[src/rtl/alu_multicycle.sv]
// alu_multicycle: parametrised CR16 ALU behind a valid/ready handshake.
// Single-cycle ops register their result one cycle after accept; MUL, DIVU
// and REMU iterate one bit per cycle for P_WIDTH cycles before writing back.
module alu_multicycle #(
    parameter int P_WIDTH = 16
) (
    input  logic               I_CLK,
    input  logic               I_RESET,
    input  logic               I_VALID,
    output logic               O_READY,
    input  logic [3:0]         I_OPCODE,
    input  logic [P_WIDTH-1:0] I_A,
    input  logic [P_WIDTH-1:0] I_B,
    input  logic               I_CARRY,
    output logic               O_VALID,
    output logic [P_WIDTH-1:0] O_C,
    output logic [4:0]         O_STATUS
);

    localparam int CNT_W = $clog2(P_WIDTH);

    localparam logic [3:0] OP_ADD  = 4'd0;
    localparam logic [3:0] OP_ADDC = 4'd1;
    localparam logic [3:0] OP_MUL  = 4'd2;
    localparam logic [3:0] OP_SUB  = 4'd3;
    localparam logic [3:0] OP_NOT  = 4'd4;
    localparam logic [3:0] OP_AND  = 4'd5;
    localparam logic [3:0] OP_OR   = 4'd6;
    localparam logic [3:0] OP_XOR  = 4'd7;
    localparam logic [3:0] OP_LSH  = 4'd8;
    localparam logic [3:0] OP_RSH  = 4'd9;
    localparam logic [3:0] OP_ALSH = 4'd10;
    localparam logic [3:0] OP_ARSH = 4'd11;
    localparam logic [3:0] OP_DIVU = 4'd12;
    localparam logic [3:0] OP_REMU = 4'd13;

    localparam logic [P_WIDTH-1:0] SHIFT_LIM = P_WIDTH'(P_WIDTH);
    localparam logic [CNT_W-1:0]   LAST_CNT  = CNT_W'(P_WIDTH - 1);

    typedef enum logic {S_IDLE = 1'b0, S_ITER = 1'b1} state_t;

    state_t               state_q, state_d;
    logic [CNT_W-1:0]     cnt_q;
    logic                 accept;
    logic                 last_step;
    logic [P_WIDTH+4:0]   single_res;

    // Iterative datapath: a_p0 = multiplicand/divisor, b_p0 = multiplier/quotient,
    // acc_p0 = product accumulator / partial remainder (one spare bit for the divide).
    logic [3:0]           op_p0;
    logic [P_WIDTH-1:0]   a_p0, b_p0, a_nxt, b_nxt;
    logic [P_WIDTH:0]     acc_p0, acc_nxt, rem_sh, diff;
    logic [P_WIDTH-1:0]   iter_c;
    logic [4:0]           iter_st;

    function automatic logic is_multi(input logic [3:0] op);
        return (op == OP_MUL) || (op == OP_DIVU) || (op == OP_REMU);
    endfunction

    // Returns {status, result} for every opcode that completes in one cycle.
    function automatic logic [P_WIDTH+4:0] single_op(input logic [3:0] op,
                                                     input logic [P_WIDTH-1:0] a,
                                                     input logic [P_WIDTH-1:0] b,
                                                     input logic cin);
        logic [P_WIDTH:0]          usum;
        logic signed [P_WIDTH-1:0] sa, sb;
        logic [P_WIDTH-1:0]        c;
        logic [4:0]                st;
        logic                      cy;
        usum = '0;
        sa   = a;
        sb   = b;
        c    = '0;
        st   = '0;
        cy   = (op == OP_ADDC) ? cin : 1'b0;
        case (op)
            OP_ADD, OP_ADDC: begin
                usum  = {1'b0, b} + {1'b0, a} + {{P_WIDTH{1'b0}}, cy};
                c     = usum[P_WIDTH-1:0];
                st[0] = usum[P_WIDTH];
                st[1] = (b < a);
                st[2] = (a[P_WIDTH-1] == b[P_WIDTH-1]) && (c[P_WIDTH-1] != a[P_WIDTH-1]);
                // Bit P_WIDTH of the sign-extended sum: both sign bits plus the carry into it.
                st[4] = a[P_WIDTH-1] ^ b[P_WIDTH-1] ^ usum[P_WIDTH];
            end
            OP_SUB: begin
                c     = b - a;
                st[0] = (b < a);
                st[1] = (b < a);
                st[2] = (a[P_WIDTH-1] != b[P_WIDTH-1]) && (c[P_WIDTH-1] == a[P_WIDTH-1]);
                st[4] = (sb < sa);
            end
            OP_NOT: c = ~a;
            OP_AND: c = a & b;
            OP_OR:  c = a | b;
            OP_XOR: c = a ^ b;
            OP_LSH, OP_ALSH: begin
                if (b >= SHIFT_LIM) c = '0;
                else                c = a << b;
            end
            OP_RSH: begin
                if (b >= SHIFT_LIM) c = '0;
                else                c = a >> b;
            end
            OP_ARSH: begin
                if (b >= SHIFT_LIM) c = {P_WIDTH{a[P_WIDTH-1]}};
                else                c = sa >>> b;
            end
            default: c = '0;
        endcase
        // Opcodes 14/15 report an all-zero status, ZERO included.
        if (op < 4'd14) st[3] = (c == '0);
        return {st, c};
    endfunction

    // Output decode: ready depends on state only.
    always_comb begin
        O_READY = (state_q == S_IDLE);
    end

    assign accept    = I_VALID & O_READY;
    assign last_step = (state_q == S_ITER) && (cnt_q == LAST_CNT);

    // Next-state: multi-cycle opcodes enter ITER, leave after the final step.
    always_comb begin
        state_d = state_q;
        case (state_q)
            S_IDLE:  if (accept && is_multi(I_OPCODE)) state_d = S_ITER;
            S_ITER:  if (last_step) state_d = S_IDLE;
            default: state_d = S_IDLE;
        endcase
    end

    // State register.
    always_ff @(posedge I_CLK) begin
        if (I_RESET) state_q <= S_IDLE;
        else         state_q <= state_d;
    end

    // One shift-add (MUL) or restoring shift-subtract (DIVU/REMU) step.
    always_comb begin
        a_nxt   = a_p0;
        b_nxt   = b_p0;
        acc_nxt = acc_p0;
        rem_sh  = '0;
        diff    = '0;
        if (op_p0 == OP_MUL) begin
            acc_nxt = acc_p0 + (b_p0[0] ? {1'b0, a_p0} : '0);
            a_nxt   = a_p0 << 1;
            b_nxt   = b_p0 >> 1;
        end else begin
            rem_sh = {acc_p0[P_WIDTH-1:0], b_p0[P_WIDTH-1]};
            diff   = rem_sh - {1'b0, a_p0};
            // A zero divisor never borrows, which yields quotient all-ones and remainder B.
            if (!diff[P_WIDTH]) begin
                acc_nxt = diff;
                b_nxt   = {b_p0[P_WIDTH-2:0], 1'b1};
            end else begin
                acc_nxt = rem_sh;
                b_nxt   = {b_p0[P_WIDTH-2:0], 1'b0};
            end
        end
    end

    // Result selection for the iterative ops, taken from the final step's values.
    always_comb begin
        iter_c  = (op_p0 == OP_DIVU) ? b_nxt : acc_nxt[P_WIDTH-1:0];
        iter_st = {1'b0, (iter_c == '0), (op_p0 != OP_MUL) && (a_p0 == '0), 2'b00};
    end

    // Single-cycle result computed straight from the request operands.
    always_comb begin
        single_res = single_op(I_OPCODE, I_A, I_B, I_CARRY);
    end

    // Iteration operands: loaded at accept, stepped every ITER cycle.
    always_ff @(posedge I_CLK) begin
        if (accept) begin
            op_p0  <= I_OPCODE;
            a_p0   <= I_A;
            b_p0   <= I_B;
            acc_p0 <= '0;
        end else if (state_q == S_ITER) begin
            a_p0   <= a_nxt;
            b_p0   <= b_nxt;
            acc_p0 <= acc_nxt;
        end
    end

    // Iteration counter and result/valid registers.
    always_ff @(posedge I_CLK) begin
        if (I_RESET) begin
            cnt_q    <= '0;
            O_VALID  <= 1'b0;
            O_C      <= '0;
            O_STATUS <= '0;
        end else begin
            O_VALID <= 1'b0;
            if (accept) begin
                cnt_q <= '0;
                if (!is_multi(I_OPCODE)) begin
                    O_C      <= single_res[P_WIDTH-1:0];
                    O_STATUS <= single_res[P_WIDTH+4:P_WIDTH];
                    O_VALID  <= 1'b1;
                end
            end else if (state_q == S_ITER) begin
                cnt_q <= cnt_q + CNT_W'(1);
                if (last_step) begin
                    cnt_q    <= '0;
                    O_C      <= iter_c;
                    O_STATUS <= iter_st;
                    O_VALID  <= 1'b1;
                end
            end
        end
    end

endmodule

[config.mk]
export PLATFORM = sky130hd
export DESIGN_NAME = alu_multicycle
export DESIGN_NICKNAME = d
export VERILOG_FILES = /design/src/rtl/alu_multicycle.sv
export SDC_FILE = /design/constraint.sdc
export NUM_CORES = 1
export LEC_CHECK = 0
export ABC_CLOCK_PERIOD_IN_PS = 7350
export BUFFER_PORTS_ARGS = -buffer_cell sky130_fd_sc_hd__buf_2
export CAP_MARGIN = 20
export CORE_MARGIN = 5
export CORE_UTILIZATION = 64
export DETAILED_ROUTE_END_ITERATION = 8
export PLACE_DENSITY = 0.83
export SLEW_MARGIN = 40
export SYNTH_ARGS = -nofsm -noshare
export SYNTH_HDL_FRONTEND = slang
export SYNTH_SLANG_ARGS = --single-unit
[constraint.sdc]
create_clock -name I_CLK -period 7.35 [get_ports I_CLK]
set_clock_uncertainty 0.1 [all_clocks]
set_input_delay 2.205 -clock I_CLK [delete_from_list [all_inputs] [get_ports I_CLK]]
set_output_delay 2.205 -clock I_CLK [all_outputs]
set_load 0.01 [all_outputs]
==> results.cfg <==
[run_status]
status = completed

[pwr]
vdd_drop_max_mv = 0.128
p_leak_uw = 0.00468
power.density_nw_per_um2 = 142

[worst_setup_path]
path_cells = buf_2 > nor2b_1 > buf_4 > nand3_1 > fa_1 > fa_1 > nor2b_1 > o2111ai_1 > a21oi_1 > o21ai_0 > xnor2_1 > o211ai_1 > nor4_1 > nand4_1 > o31ai_1 > a41o_1
critPathSlowestCell = buf_2
worstSetupStartpointType = primary input
critPathMaxStageDelay_ps = 430
critPathMaxFanout = 19
crit_required_ps = 7540
arrival_ps = 6140
endpoint_kind = flop
path_class = in -> reg

[floorplanning]
io_pins = 63
die_area_um2 = 19000
dieWidth_um = 138
fp.coreArea_um2 = 15900
num_rows = 46
start_util_pct = 65.5
die_y_um = 138

[routing]
viasPerCell = 7.40
drt_iter0_drc = 1927
drc_errors = 0
drt-wirelength-per-cell_um = 25.7
vias = 11461
drt_wl_total_um = 39800
ant_nets = 0
first_pass_iters = 6

[layout]
drive_gt1_share_pct = 12.5
n_antenna_cell = 0
regArea_um2 = 1940
stdcell_count = 1548
multi_input_comb_area_um2 = 7820
syn2layout_area_growth_pct = 6.48
nNetsFinal = 1452
fill_cells = 1341

[logic_synthesis]
yosysTopAreaCellShare_pct = 10.4
synthCells = 1332
synthArstFlopShare_pct = 0
yosys.area.top_type = edfxtp_1
synthTopCellsByArea = edfxtp_1, ha_1, dfxtp_1
synth-seq-area-share_pct = 18.6
synth_edf_count = 36
syn-num-nets = 1457
ys.flop_type = dfxtp_1
synth_area_per_cell_um2 = 7.84
yosysWarnings = 0
ys_types = 88
synth_area_um2 = 10400
ys_ff_latch = 79

[clock_network]
clkLatencyLatePin_ps = 350
cts_tree = done
clk_pin_slew_ps = 70
ctsRootBufferMaster = clkbuf_16
ctsHoldBuffers = 0
post_cts_resized = 0
cts_buffers = 9
htreeDepth = 3
clock_tree.buffer_depth = 2
numClockSinks = 79
post_cts_buffers = 0

[sta]
relSlewSlack_pct = 44.8
setup_viol = 0
rsz0062_at_grt = false
fmax_ghz = 0.168
timing.final.hold_violations = 0
setup_tns_ps = 0
drv_slew = 0
worst_pin_slew_ps = 816
fin_crit_sh_pct = 80.9
min_period_ps = 5950

[global_route]
grt_overflow = 0
grt_antenna_before_repair = 0
grt_pass1_wl_um = 61400
grt_max_degree = 56
first_global_vias = 10761
grtUsageTotal_pct = 42.2

[placed_design]
hpwlAfterDp_um = 29800
io_buffers = 62
gp_congestion = 1.08
dpl.cell_count = 1532

[flow_run]
maxCapViolations = 0

[hold_path]
hold_class = reg -> reg
## area by class of cell
cell class,count,area share [%]
Sequential cell,79,17.5
Multi-Input combinational cell,1068,70.3
Clock inverter,7,0.563
Tap cell,216,2.43
Inverter,84,2.84
Timing Repair Buffer,85,4.41
Clock buffer,9,2.03
## cells in the final DEF (no fill, tap or decap), types with 10 or more instances in the layout
cell / instances
nor3_1: 15
a211o_1: 11
dfxtp_1: 43
a21oi_1: 86
o21ai_0: 82
a221oi_1: 12
and2_1: 18
o31ai_1: 11
o21a_1: 15
a211oi_1: 14
a22oi_1: 10
nand4_1: 15
xnor2_1: 17
buf_4: 22
ha_1: 80
a21o_1: 14
o22ai_1: 14
mux2i_1: 46
buf_2: 62
xor2_1: 16
nor2_1: 107
nand2_1: 154
nor4_1: 16
nand3_1: 22
inv_1: 81
mux4_2: 31
o211ai_1: 24
edfxtp_1: 36
nand2b_1: 14
or3_1: 10
a31oi_1: 29
## critical path: cells and delay by family
| family | cells | cell delay (ps) |
|---|---|---|
| AO/OA/AOI/OAI | 6 | 1270 |
| AND/OR/NAND/NOR | 5 | 990 |
| adder cells (fa/ha/maj) | 2 | 840 |
| buffers and inverters | 2 | 640 |
| XOR/XNOR | 1 | 170 |
## registers in the layout (all words and copies together) (netlist names)
register and flops:
a_p0 16, O_STATUS 5, op_p0 4, cnt_q 4, b_p0 16, state_q 1, O_C 16, O_VALID 1
acc_p0 16
## where the power goes
| group | switching, uW | leakage [uW] | internal (uW) |
|---|---|---|---|
| clock | 211 | 0.000141 | 238 |
| combinational | 384 | 0.00384 | 219 |
| sequential | 29.9 | 0.000704 | 499 |
| total | 624 | 0.00468 | 955 |
## per-layer routing
layer,part of all wire [%],wire [um],global-route usage [%],vias up
met1,36,14500,52.2,5340
met2,44,17500,66.0,889
met5,0,0,0,-
met4,8.2,3260,29.0,0
met3,11,4560,8.22,225
li1,-,-,-,5007
## synthesized netlist by cell type, drive strengths merged (10+ instances only)
master / count
nand2: 154
nor2: 109
a21oi: 88
inv: 82
o21ai: 82
ha: 80
clkbuf: 74
mux2i: 46
dfxtp: 43
edfxtp: 36
mux4: 31
a31oi: 29
buf: 27
o211ai: 25
nand3: 22
nor4: 20
nor3: 19
and2: 18
xnor2: 17
xor2: 16
nand4: 15
o21a: 15
a211oi: 14
a21o: 14
nand2b: 14
o22ai: 14
a221oi: 12
a211o: 11
o31ai: 11
a22oi: 10
a311oi: 10
or3: 10
## path summary, 6_finish.rpt
| path | slack, ps | depth (start not counted) | start | to |
|---|---|---|---|---|
| worst max-delay path | 1400 | 16 | I_OPCODE[0] | O_STATUS[3] |
| worst min-delay path | 360 | 2 | O_C[12] | O_C[12] |
| worst min register to register | 360 | 2 | O_C[12] | O_C[12] |
| worst max register to register | 2770 | 13 | b_p0[15] | O_STATUS[3] |
## stage by stage
stage          hold slack [ps]  setup WS (ps)  util, %  cell area, um^2  power [uW]
3_3_place_gp               337           1260     67.7            10800        1100
2_1_floorplan              351           1330        -            10400         936
6_report                   358           1400     69.8            11100        1580
5_1_grt                    389           1180     69.8            11100        1640
4_1_cts                    359           1500     69.7            11100        1560
3_5_place_dp               348           1140     67.9            10800        1110
## kinds of logic after synthesis
kind of cell,count (synthesis),share of synthesized area [%]
simple gates,438,20.7
xor+xnor,33,2.77
fa+ha+maj,85,10.5
compound gates,427,28.4
buf+inv,185,6.98
mux,85,12.0
flops,79,18.6
(Power assumes the default switching activity.)
